<file path="config.mk">
export PLATFORM = sky130hd
export DESIGN_NAME = estagio_leitura_operandos
export DESIGN_NICKNAME = d
export VERILOG_FILES = /design/src/rtl/estagio_leitura_operandos.sv
export SDC_FILE = /design/constraint.sdc
export NUM_CORES = 1
export LEC_CHECK = 0
export CAP_MARGIN = 0
export CORE_AREA = 5 5 140 142
export DETAILED_ROUTE_END_ITERATION = 16
export DIE_AREA = 0 0 145 147
export MAX_ROUTING_LAYER = met4
export PLACE_DENSITY_LB_ADDON = 0.1
export SYNTH_ARGS = -nofsm -noshare
export SYNTH_HDL_FRONTEND = slang
export SYNTH_SLANG_ARGS = --single-unit
export TNS_END_PERCENT = 50
</file>
<file path="constraint.sdc">
create_clock -name clk -period 1.5 [get_ports clk]
set_input_delay 0.3 -clock clk [delete_from_list [all_inputs] [get_ports clk]]
set_output_delay 0.3 -clock clk [all_outputs]
set_load 0.05 [all_outputs]
</file>
<file path="src/rtl/estagio_leitura_operandos.sv">
// Operand-read stage: drives the bank read ports and captures operands into a
// valid/ready pipeline register. Define BYPASS_ESCRITA_EN for writeback bypass.
module estagio_leitura_operandos #(
    parameter int BITS = 63
) (
    input  logic          clk,
    input  logic          reset_n,
    input  logic          entrada_valida,
    output logic          entrada_pronta,
    input  logic [4:0]    endereco_reg1,
    input  logic [4:0]    endereco_reg2,
    input  logic [4:0]    endereco_regd,
    input  logic          escreve_regd,
    output logic [4:0]    leitura_reg1,
    output logic [4:0]    leitura_reg2,
    input  logic [BITS:0] valor_reg1,
    input  logic [BITS:0] valor_reg2,
    input  logic          wb_permisao_escrita,
    input  logic [4:0]    wb_endereco_regd,
    input  logic [BITS:0] wb_dado_escrita,
    input  logic          descarta,
    output logic          saida_valida,
    input  logic          saida_pronta,
    output logic [BITS:0] operando1,
    output logic [BITS:0] operando2,
    output logic [4:0]    saida_regd,
    output logic          saida_escreve
);
    logic [4:0]    fonte1;
    logic [4:0]    fonte2;
    logic          captura;
    logic          segura;
    logic [BITS:0] sel1;
    logic [BITS:0] sel2;

    assign entrada_pronta = !saida_valida || saida_pronta;
    assign captura = entrada_valida && entrada_pronta && !descarta;
    assign segura = saida_valida && !saida_pronta;
    assign leitura_reg1 = endereco_reg1;
    assign leitura_reg2 = endereco_reg2;

`ifdef BYPASS_ESCRITA_EN
    logic byp1;
    logic byp2;
    logic upd1;
    logic upd2;

    assign byp1 = wb_permisao_escrita && (wb_endereco_regd == endereco_reg1);
    assign byp2 = wb_permisao_escrita && (wb_endereco_regd == endereco_reg2);
    assign upd1 = wb_permisao_escrita && (wb_endereco_regd == fonte1)
                  && (fonte1 != 5'd0);
    assign upd2 = wb_permisao_escrita && (wb_endereco_regd == fonte2)
                  && (fonte2 != 5'd0);
`else
    // Writeback and held sources only matter when the bypass exists.
    logic unused_wb;
    assign unused_wb = ^{wb_permisao_escrita, wb_endereco_regd,
                         wb_dado_escrita, fonte1, fonte2};
`endif

    // Capture-time operand select: x0 reads zero, else bypass, else bank.
    always_comb begin
        sel1 = valor_reg1;
        sel2 = valor_reg2;
`ifdef BYPASS_ESCRITA_EN
        if (byp1) sel1 = wb_dado_escrita;
        if (byp2) sel2 = wb_dado_escrita;
`endif
        if (endereco_reg1 == 5'd0) sel1 = '0;
        if (endereco_reg2 == 5'd0) sel2 = '0;
    end

    // Pipeline register: flush beats capture, capture beats hold/drain.
    always_ff @(posedge clk) begin
        if (!reset_n) begin
            saida_valida  <= 1'b0;
            operando1     <= '0;
            operando2     <= '0;
            saida_regd    <= 5'd0;
            saida_escreve <= 1'b0;
            fonte1        <= 5'd0;
            fonte2        <= 5'd0;
        end else if (descarta) begin
            saida_valida <= 1'b0;
        end else if (captura) begin
            saida_valida  <= 1'b1;
            fonte1        <= endereco_reg1;
            fonte2        <= endereco_reg2;
            saida_regd    <= endereco_regd;
            saida_escreve <= escreve_regd;
            operando1     <= sel1;
            operando2     <= sel2;
        end else if (segura) begin
`ifdef BYPASS_ESCRITA_EN
            if (upd1) operando1 <= wb_dado_escrita;
            if (upd2) operando2 <= wb_dado_escrita;
`endif
        end else begin
            saida_valida <= 1'b0;
        end
    end
endmodule

</file>
After elaboration in Yosys (flattened, before gate mapping)
Index checks and enable logic that the tools add are counted.
{ "totals": {"reg_bits": 135, "output_inout_bits": 146, "word_cells": 23} }
{ "classes": {"eq_ne": 1, "n_mux": 4, "n_bitwise": 2, "reduce_logical": 11} }
{ "op_table": {"columns": ["op", "n"], "rows": [
  ["$mux W64", 2],
  ["$logic_not A5 Y1", 2],
  ["$logic_and A1 B1 Y1", 3],
  ["$logic_not A1 Y1", 3],
  ["$mux W1", 2],
  ["$ne A2 B2 Y1 const B", 1],
  ["$not A1 Y1", 2],
  ["$reduce_and A2 Y1", 1],
  ["$reduce_or A2 Y1", 1],
  ["$logic_or A1 B1 Y1", 1]
]} }

Longest topological paths before layout
Gate-level depths: netlist of the first run.
{ "logic_depth": {"word_depth": 5, "mapped_depth": 6, "ltp_nobuf": 4} }

Worst setup path before layout of the first run
Ideal clock, no wire load.
{ "synth_path": {"kind": "reg-to-reg", "start": "register saida_valida", "end": "register operando1[0]", "setup_ns": 0.062, "t_arrival_ns": 1.666, "required_time_ns": 1.438, "path_slack_ns": -0.228, "stages_incl_launch_ff": 7, "n_path_buf": 2, "cell_sequence": "dfxtp_1 nor2b_4 inv_4 a21boi_4 buf_12 buf_12 a32o_1"} }
{ "synth_between": {"elab_chain_cells": 5} }
{ "synth_lines": {"columns": ["element", "line_no", "rtl"], "rows": [
  ["start, declared", "22", "output logic saida_valida,"],
  ["start signal, assigned", "76", "saida_valida <= 1'b0;"],
  ["start signal, assigned", "84", "saida_valida <= 1'b0;"],
  ["start signal, assigned", "86", "saida_valida <= 1'b1;"],
  ["$logic_not A1 Y1", "36", "assign entrada_pronta = !saida_valida || saida_pronta;"],
  ["$logic_or A1 B1 Y1", "36", null],
  ["via entrada_pronta", "9", "output logic entrada_pronta,"],
  ["$logic_and A1 B1 Y1 (2 in a row)", "37", "assign captura = entrada_valida && entrada_pronta && !descarta;"],
  ["$reduce_and A2 Y1 (no line)", null, null],
  ["end signal, assigned", "91", "operando1 <= sel1;"],
  ["end, declared", "24", "output logic [BITS:0] operando1,"]
]} }
The timed path passes the listed nets, and every way through them passes these cells.
A chain may end at the register's enable or synchronous reset.

Worst setup path after layout of the first run
{ "layout_path": {"start": "register saida_valida", "end": "output port entrada_pronta"} }
{ "layout_between": {"elab_chain_cells": 2} }
{ "layout_lines": {"columns": ["element", "line_no"], "rows": [
  ["$logic_not A1 Y1", "36"],
  ["$logic_or A1 B1 Y1", "36"],
  ["end, declared", "9"]
]} }
No other way between the ends.

==> results of run 1 <==
==> final timing paths <==
kind / endpoint / slack, ns / cells past startpoint
max: entrada_pronta / 0.06 / 3
min: saida_escreve / 0.47 / 3
max reg2reg: operando1[30] / 0.11 / 6
min reg2reg: saida_regd[3] / 0.52 / 2
==> synthesized netlist by cell type, drive strengths merged <==
cell / n / area (µm²)
and2b: 1 / 10.01
nor2: 2 / 7.510
buf: 38 / 404.1
dfxtp: 135 / 2703
a21boi: 7 / 63.81
nand2b: 2 / 12.51
o21ai: 6 / 30.03
nand3: 6 / 30.03
a32o: 128 / 1281
clkbuf: 12 / 45.04
a21oi: 1 / 5.000
nor2b: 1 / 13.76
inv: 2 / 10.01
nand2: 2 / 7.510
nor3: 3 / 20.02
==> layer usage <==
metal	GRT usage [%]	up-vias	routed length (µm)
met4	6.262	0	440
met2	27.31	175	8887
met3	6.385	25	1286
li1	-	2006	-
met1	16.18	2121	6097
met5	-	-	0
==> cell type report <==
type / count / area [µm²]
inverter: 2 / 10.01
fill: 1506 / 8388
clock buffer: 20 / 456.7
clock inverter: 12 / 198.9
multi-input combinational: 159 / 1493
tap: 234 / 292.8
sequential: 135 / 2706
timing repair buffer: 327 / 4785
==> power by group through the flow <==
stage	logic, W	clock network [W]	registers [W]
global placement	0.00229	0	0.00402
finish	0.00230	0.00458	0.00395
global route	0.00238	0.00488	0.00397
floorplan	0.000452	0	0.00454
CTS	0.00232	0.00472	0.00395
detailed placement	0.00231	0	0.00403
==> repair_timing <==
item / CTS / global route
endpoints found under the setup margin: 1 / 61
resized for setup: 0 / 2
pin swaps: 0 / 1
setup buffers: 3 / 0
endpoints found under the hold margin: 0 / 0
==> flip-flops by register name, summed over array words and instances (netlist names) <==
| register | count |
|---|---|
| operando1 | 64 |
| operando2 | 64 |
| saida_regd | 5 |
| saida_escreve | 1 |
| saida_valida | 1 |
==> kinds of logic after synthesis <==
family                 Yosys count  share of synthesized area, %
AND/OR/NAND/NOR                 17                         2.183
AO/OA/AOI/OAI                  142                         29.72
flip-flops                     135                         58.21
buffers and inverters           52                         9.890
==> through the flow <==
step                      hold WS, ns  util, %    TNS, ns
final                          0.4740    54.24          0
after global routing           0.4590    54.24  -0.007105
after CTS                      0.4472    54.20          0
after detailed placement       0.5166    50.54     -34.45
after global placement         0.5081    50.54     -32.48
after floorplan                0.4538        -          0
==> worst min-delay path: cells and delay by family <==
kind	cells	cell delay [ns]
buf+inv	1	0.40
compound gates	1	0.07
simple gates	1	0.06
==> results.sh, run 1 <==
export IMPL_status="finished clean"
export IMPL_leakage_nw=3.763
export IMPL_power_internal_w=0.008055
export IMPL_cts_buffers=17
export IMPL_die_area_um2=21320
export IMPL_critical_path_top_delay_family="flip-flops"
export IMPL_crit_slowest_cell="dfxtp_4"
export IMPL_switching_share_pct=25.57
export IMPL_vias_per_cell=4.867
export IMPL_drv_slew=0
export IMPL_place_ws_ns=-0.2860
export IMPL_p_seq_share_pct=36.5
export IMPL_track_usage_pct=15.87
export IMPL_power_frac_comb_pct=21.2
export IMPL_avgSynthCellArea_um2=13.42
export IMPL_min_period_ns=1.443
export IMPL_worstPathRequired_ns=1.20
export IMPL_rsz0062_at_grt="true"
export IMPL_layout_drive_gt1_share_pct=33.28
export IMPL_path_cells="nor2b_4 -> inv_4 -> buf_12"
export IMPL_start_util_pct=25.33
export IMPL_root_buffer="clkbuf_16"
export IMPL_area_growth_pct=114.1
export IMPL_ys_warn_count=0
export IMPL_final_cell_mix="buf_12 (156), clkdlybuf4s50_1 (148), dfxtp_1 (134)"
export IMPL_hold_path_class="in -> reg"
export IMPL_antennaDiodeCount=0
export IMPL_startpoint="saida_valida"
export IMPL_arrival_ns=1.14
export IMPL_antenna_found_initial=0
export IMPL_slew_limit_headroom_pct=79.38
export IMPL_port_buffer_count=294
export IMPL_tightest_slew_ns=0.3094
export IMPL_netlist_instances=346
export IMPL_p_per_area_nw_per_um2=1089
export IMPL_max_freq_mhz=692.9
export IMPL_drt_pass1_iterations=4
export IMPL_drt_iter0_drc=174
export IMPL_max_cap_violations=0
export IMPL_num_nets_final=861
export IMPL_critPathCaptureType="primary output"
export IMPL_setup_violations=0
export IMPL_path_class="reg -> out"
export IMPL_synth_yosys_seq_area_share_pct=58.21
export IMPL_wl_um=16710
export IMPL_tritoncts="built"
export IMPL_p_clk_share_pct=42.3
export IMPL_cts_clk_slew_worst_paths_ns=0.06
export IMPL_clk_latency_ns=0.41
export IMPL_vias=4327
export IMPL_final_common_cell="buf_12"
export IMPL_fin_area_um2=9942
export IMPL_hpwlAfterDp_um=12720
export IMPL_avgRoutedWirePerCell_um=18.80
export IMPL_peakVddDrop_uv=749.5
export IMPL_worst_slack_ns=0.05678
export IMPL_worstReg2RegStart="saida_valida"
export IMPL_htreeDepth=4
export IMPL_final_cell_count_no_fill=889
export IMPL_die_w_um=145
export IMPL_dpl_instance_area_um2=9264
export IMPL_grt_max_degree=65
export IMPL_startpoint_type="flip-flop"
export IMPL_drc_errors=0
export IMPL_cts_sinks=135
export IMPL_grt_pass1_vias=4567
export IMPL_postRouteAntennaNets=0
export IMPL_core_um2=18330
export IMPL_hold_start="escreve_regd"
export IMPL_final_hold_viol_count=0
export IMPL_critPathMaxFanout=4
export IMPL_clock_skew_ns=0.006521
export IMPL_grt_pass1_wl_um=26210
export IMPL_io_pins=365
export IMPL_slowest_delay_ns=0.35
export IMPL_power_total_w=0.01082
export IMPL_syn_num_nets=565
export IMPL_ys_types=21
export IMPL_dp_cells=855
export IMPL_hold_buffers=0
export IMPL_cts_root_to_sink_buffers=2
export IMPL_routabilityCongestion=0.7248
export IMPL_ys_seq_elements=135
export IMPL_power_switching_w=0.002768
export IMPL_die_h_um=147
export IMPL_min_period_over_period_pct=96.21
export IMPL_overflow=0
export IMPL_synth_area_um2=4643
export IMPL_rows=50
export IMPL_crit_buf_inv=2
(Power assumes the default switching activity.)
==> run 2: changes to the inputs <==
--- a/config.mk
+++ b/config.mk
@@ -9,6 +9,7 @@
 export CORE_AREA = 5 5 140 142
 export DETAILED_ROUTE_END_ITERATION = 16
 export DIE_AREA = 0 0 145 147
+export HOLD_SLACK_MARGIN = 0.08
 export MAX_ROUTING_LAYER = met4
 export PLACE_DENSITY_LB_ADDON = 0.1
 export SYNTH_ARGS = -nofsm -noshare
==> results of run 2 <==
Final layout, timing and power as in run 1 (identical DEF).
==> RTL change: new RTL, flow settings as in run 2 <==
The option `BYPASS_ESCRITA_EN` is turned on by a define.
--- a/src/rtl/estagio_leitura_operandos.sv
+++ b/src/rtl/estagio_leitura_operandos.sv
@@ -1,5 +1,7 @@
 // Operand-read stage: drives the bank read ports and captures operands into a
 // valid/ready pipeline register. Define BYPASS_ESCRITA_EN for writeback bypass.
+`define BYPASS_ESCRITA_EN
+
 module estagio_leitura_operandos #(
     parameter int BITS = 63
 ) (
Check against the original RTL: not equivalent (Yosys sat finds a counterexample within 4 cycles, from zero or initial values and one cycle with reset_n low).
==> RTL change against run 2 <==
- the flow now finishes with violations (setup timing)
- die area unchanged
- via count increased by 80%
- routed wire length grew 90%
- power rose by 23%
- setup slack worse by 0.46 ns
- sequential cell count increased by 10
- first-iteration DRC count rose to 2.7 times the old value
- area after synthesis increased by 39%
- final area rose by 42%
- critical path type is now reg2reg
- largest cell class unchanged
==> RTL change: results (changes against run 2) <==
Synthesis
  • Yosys cell types: 33 (was 21)
  • Post-synth top cells: dfxtp_1, a21oi_1, o21ai_0 (was dfxtp_1, a32o_1, buf_2, buf_4, clkbuf_1)
  • Gate Count Post-Synth: 723 (was 346)
  • Async SR Flop Fraction: 0% (unchanged)
  • Ranking of synthesized cells by area: dfxtp_1, a21oi_1, a32oi_1 (was dfxtp_1, a32o_1, buf_12)
  • Seq/Total Area, Yosys: 45.1% (was 58.2%)
  • Syn Nets: 942 (was 565)

Outcome
  • Violated checks: setup timing
  • Outcome: complete, but fails checks (was completed)

Placed design
  • Placed cell count: 1300 (was 855)
  • Placer Congestion: 0.866 (was 0.725)
  • Post-DP HPWL: 21.0 mm (was 12.7 mm)
  • Port bufs: 364 (was 294)

Critical path
  • Crit-path max FO: 6 (was 4)
  • WP data arrival: 2.20 ns (was 1.14 ns)

Global route
  • Largest net degree at the start of global routing: 60 (was 65)
  • Initial antenna violation count: 0 (unchanged)
  • Vias in the first global route: 7523 (was 4567)
  • GRT Util Overall: 27.0% (was 15.9%)
  • First-pass GRT wire length: 44.6 mm (was 26.2 mm)

Power and ir drop
  • Leak: 0.00541 uW (was 0.00376 uW)
  • Maximum vdd ir drop: 0.874 mV (was 0.749 mV)

Timing
  • Worst setup margin: -0.401 ns (was 0.0568 ns)
  • Max_slew headroom: 73.8% (was 79.4%)
  • Final setup fails: 129 (was 0)
  • Clock skew: 0.0118 ns (was 0.00652 ns)
  • Final TNS setup: -43.37 ns (was 0 ns)

Drt
  • DRT Wirelength: 31.8 mm (was 16.7 mm)
  • Via-to-Cell Ratio: 5.73 (was 4.87)
  • 1st-pass router iterations: 8 (was 4)
  • Initial drt markers: 471 (was 174)
  • DR WL/cell: 23.4 um (was 18.8 um)

Cells and area
  • Share of layout cells above drive strength 1: 40.7% (was 33.3%)
  • Biggest regs: operando1 (64), operando2 (64) (was operando1 (64), operando2 (64), saida_regd (5))

Clocking
  • Worst-Skew Late Latency: 0.42 ns
  • Reg clk slew, reported paths: 0.06 ns (about the same)
-- RTL change: layout make-up --
class	count	area (sq um)
repair buffers	459	6530
fillers	1189	4160
multi-input cells	483	3780
flip-flops and latches	145	2910
clock buffers	20	478
well taps	234	293
clock inverters	12	153
inverters	3	16.3
diodes	1	2.50
-- RTL change: cells by family after synthesis --
group,count (synthesis),synth area share [%]
compound gates,408,39.6
flops,145,45.1
buf+inv,95,8.44
simple gates,57,4.36
xor+xnor,18,2.45
-- RTL change: worst paths after layout --
check	cells past startpoint	end	startpoint	slack, ns
setup / recovery	8	operando2[21]	fonte2[3]	-0.40
hold / removal	4	fonte2[0]	endereco_reg2[0]	0.37
setup reg to reg	8	operando2[21]	fonte2[3]	-0.40
hold reg to reg	2	fonte1[4]	fonte1[4]	0.47
-- RTL change: what timing repair did --
action / CTS / global route
resized for setup: 118 / 117
endpoints found under the hold margin: 0 / 0
gates cloned: 5 / 12
pin swaps: 11 / 17
endpoints found under the setup margin: 129 / 129
setup buffers: 3 / 4
-- RTL change: per-stage QoR --
step	worst slack, ns	area (sq um)
2_1_floorplan	-0.158	6540
4_1_cts	-0.400	13300
6_report	-0.401	14200
5_1_grt	-0.442	14200
3_5_place_dp	-1.01	12200
3_3_place_gp	-0.926	12200
-- RTL change: routing by layer --
metal  vias to the layer above  share of wire [%]  global-route usage, %
met5                         -                  0                      -
met4                         0                3.2                   9.46
met3                        69                8.3                   7.80
met2                       399                 52                   45.5
met1                      3771                 36                   30.7
li1                       3534                  -                      -
-- RTL change: critical path, cell delays in order, from the launching register on --
cell and delay [ns]:
dfxtp_2 0.32, or4_4 0.54, a21oi_4 0.16, o41ai_4 0.10, buf_6 0.15, buf_12 0.15, clkbuf_16 0.16, o21ai_2 0.13
a21oi_2 0.05
-- RTL change: power breakdown --
part,switching [uW],internal (uW)
logic,2140,2230
registers,318,4120
clock network,1730,2810
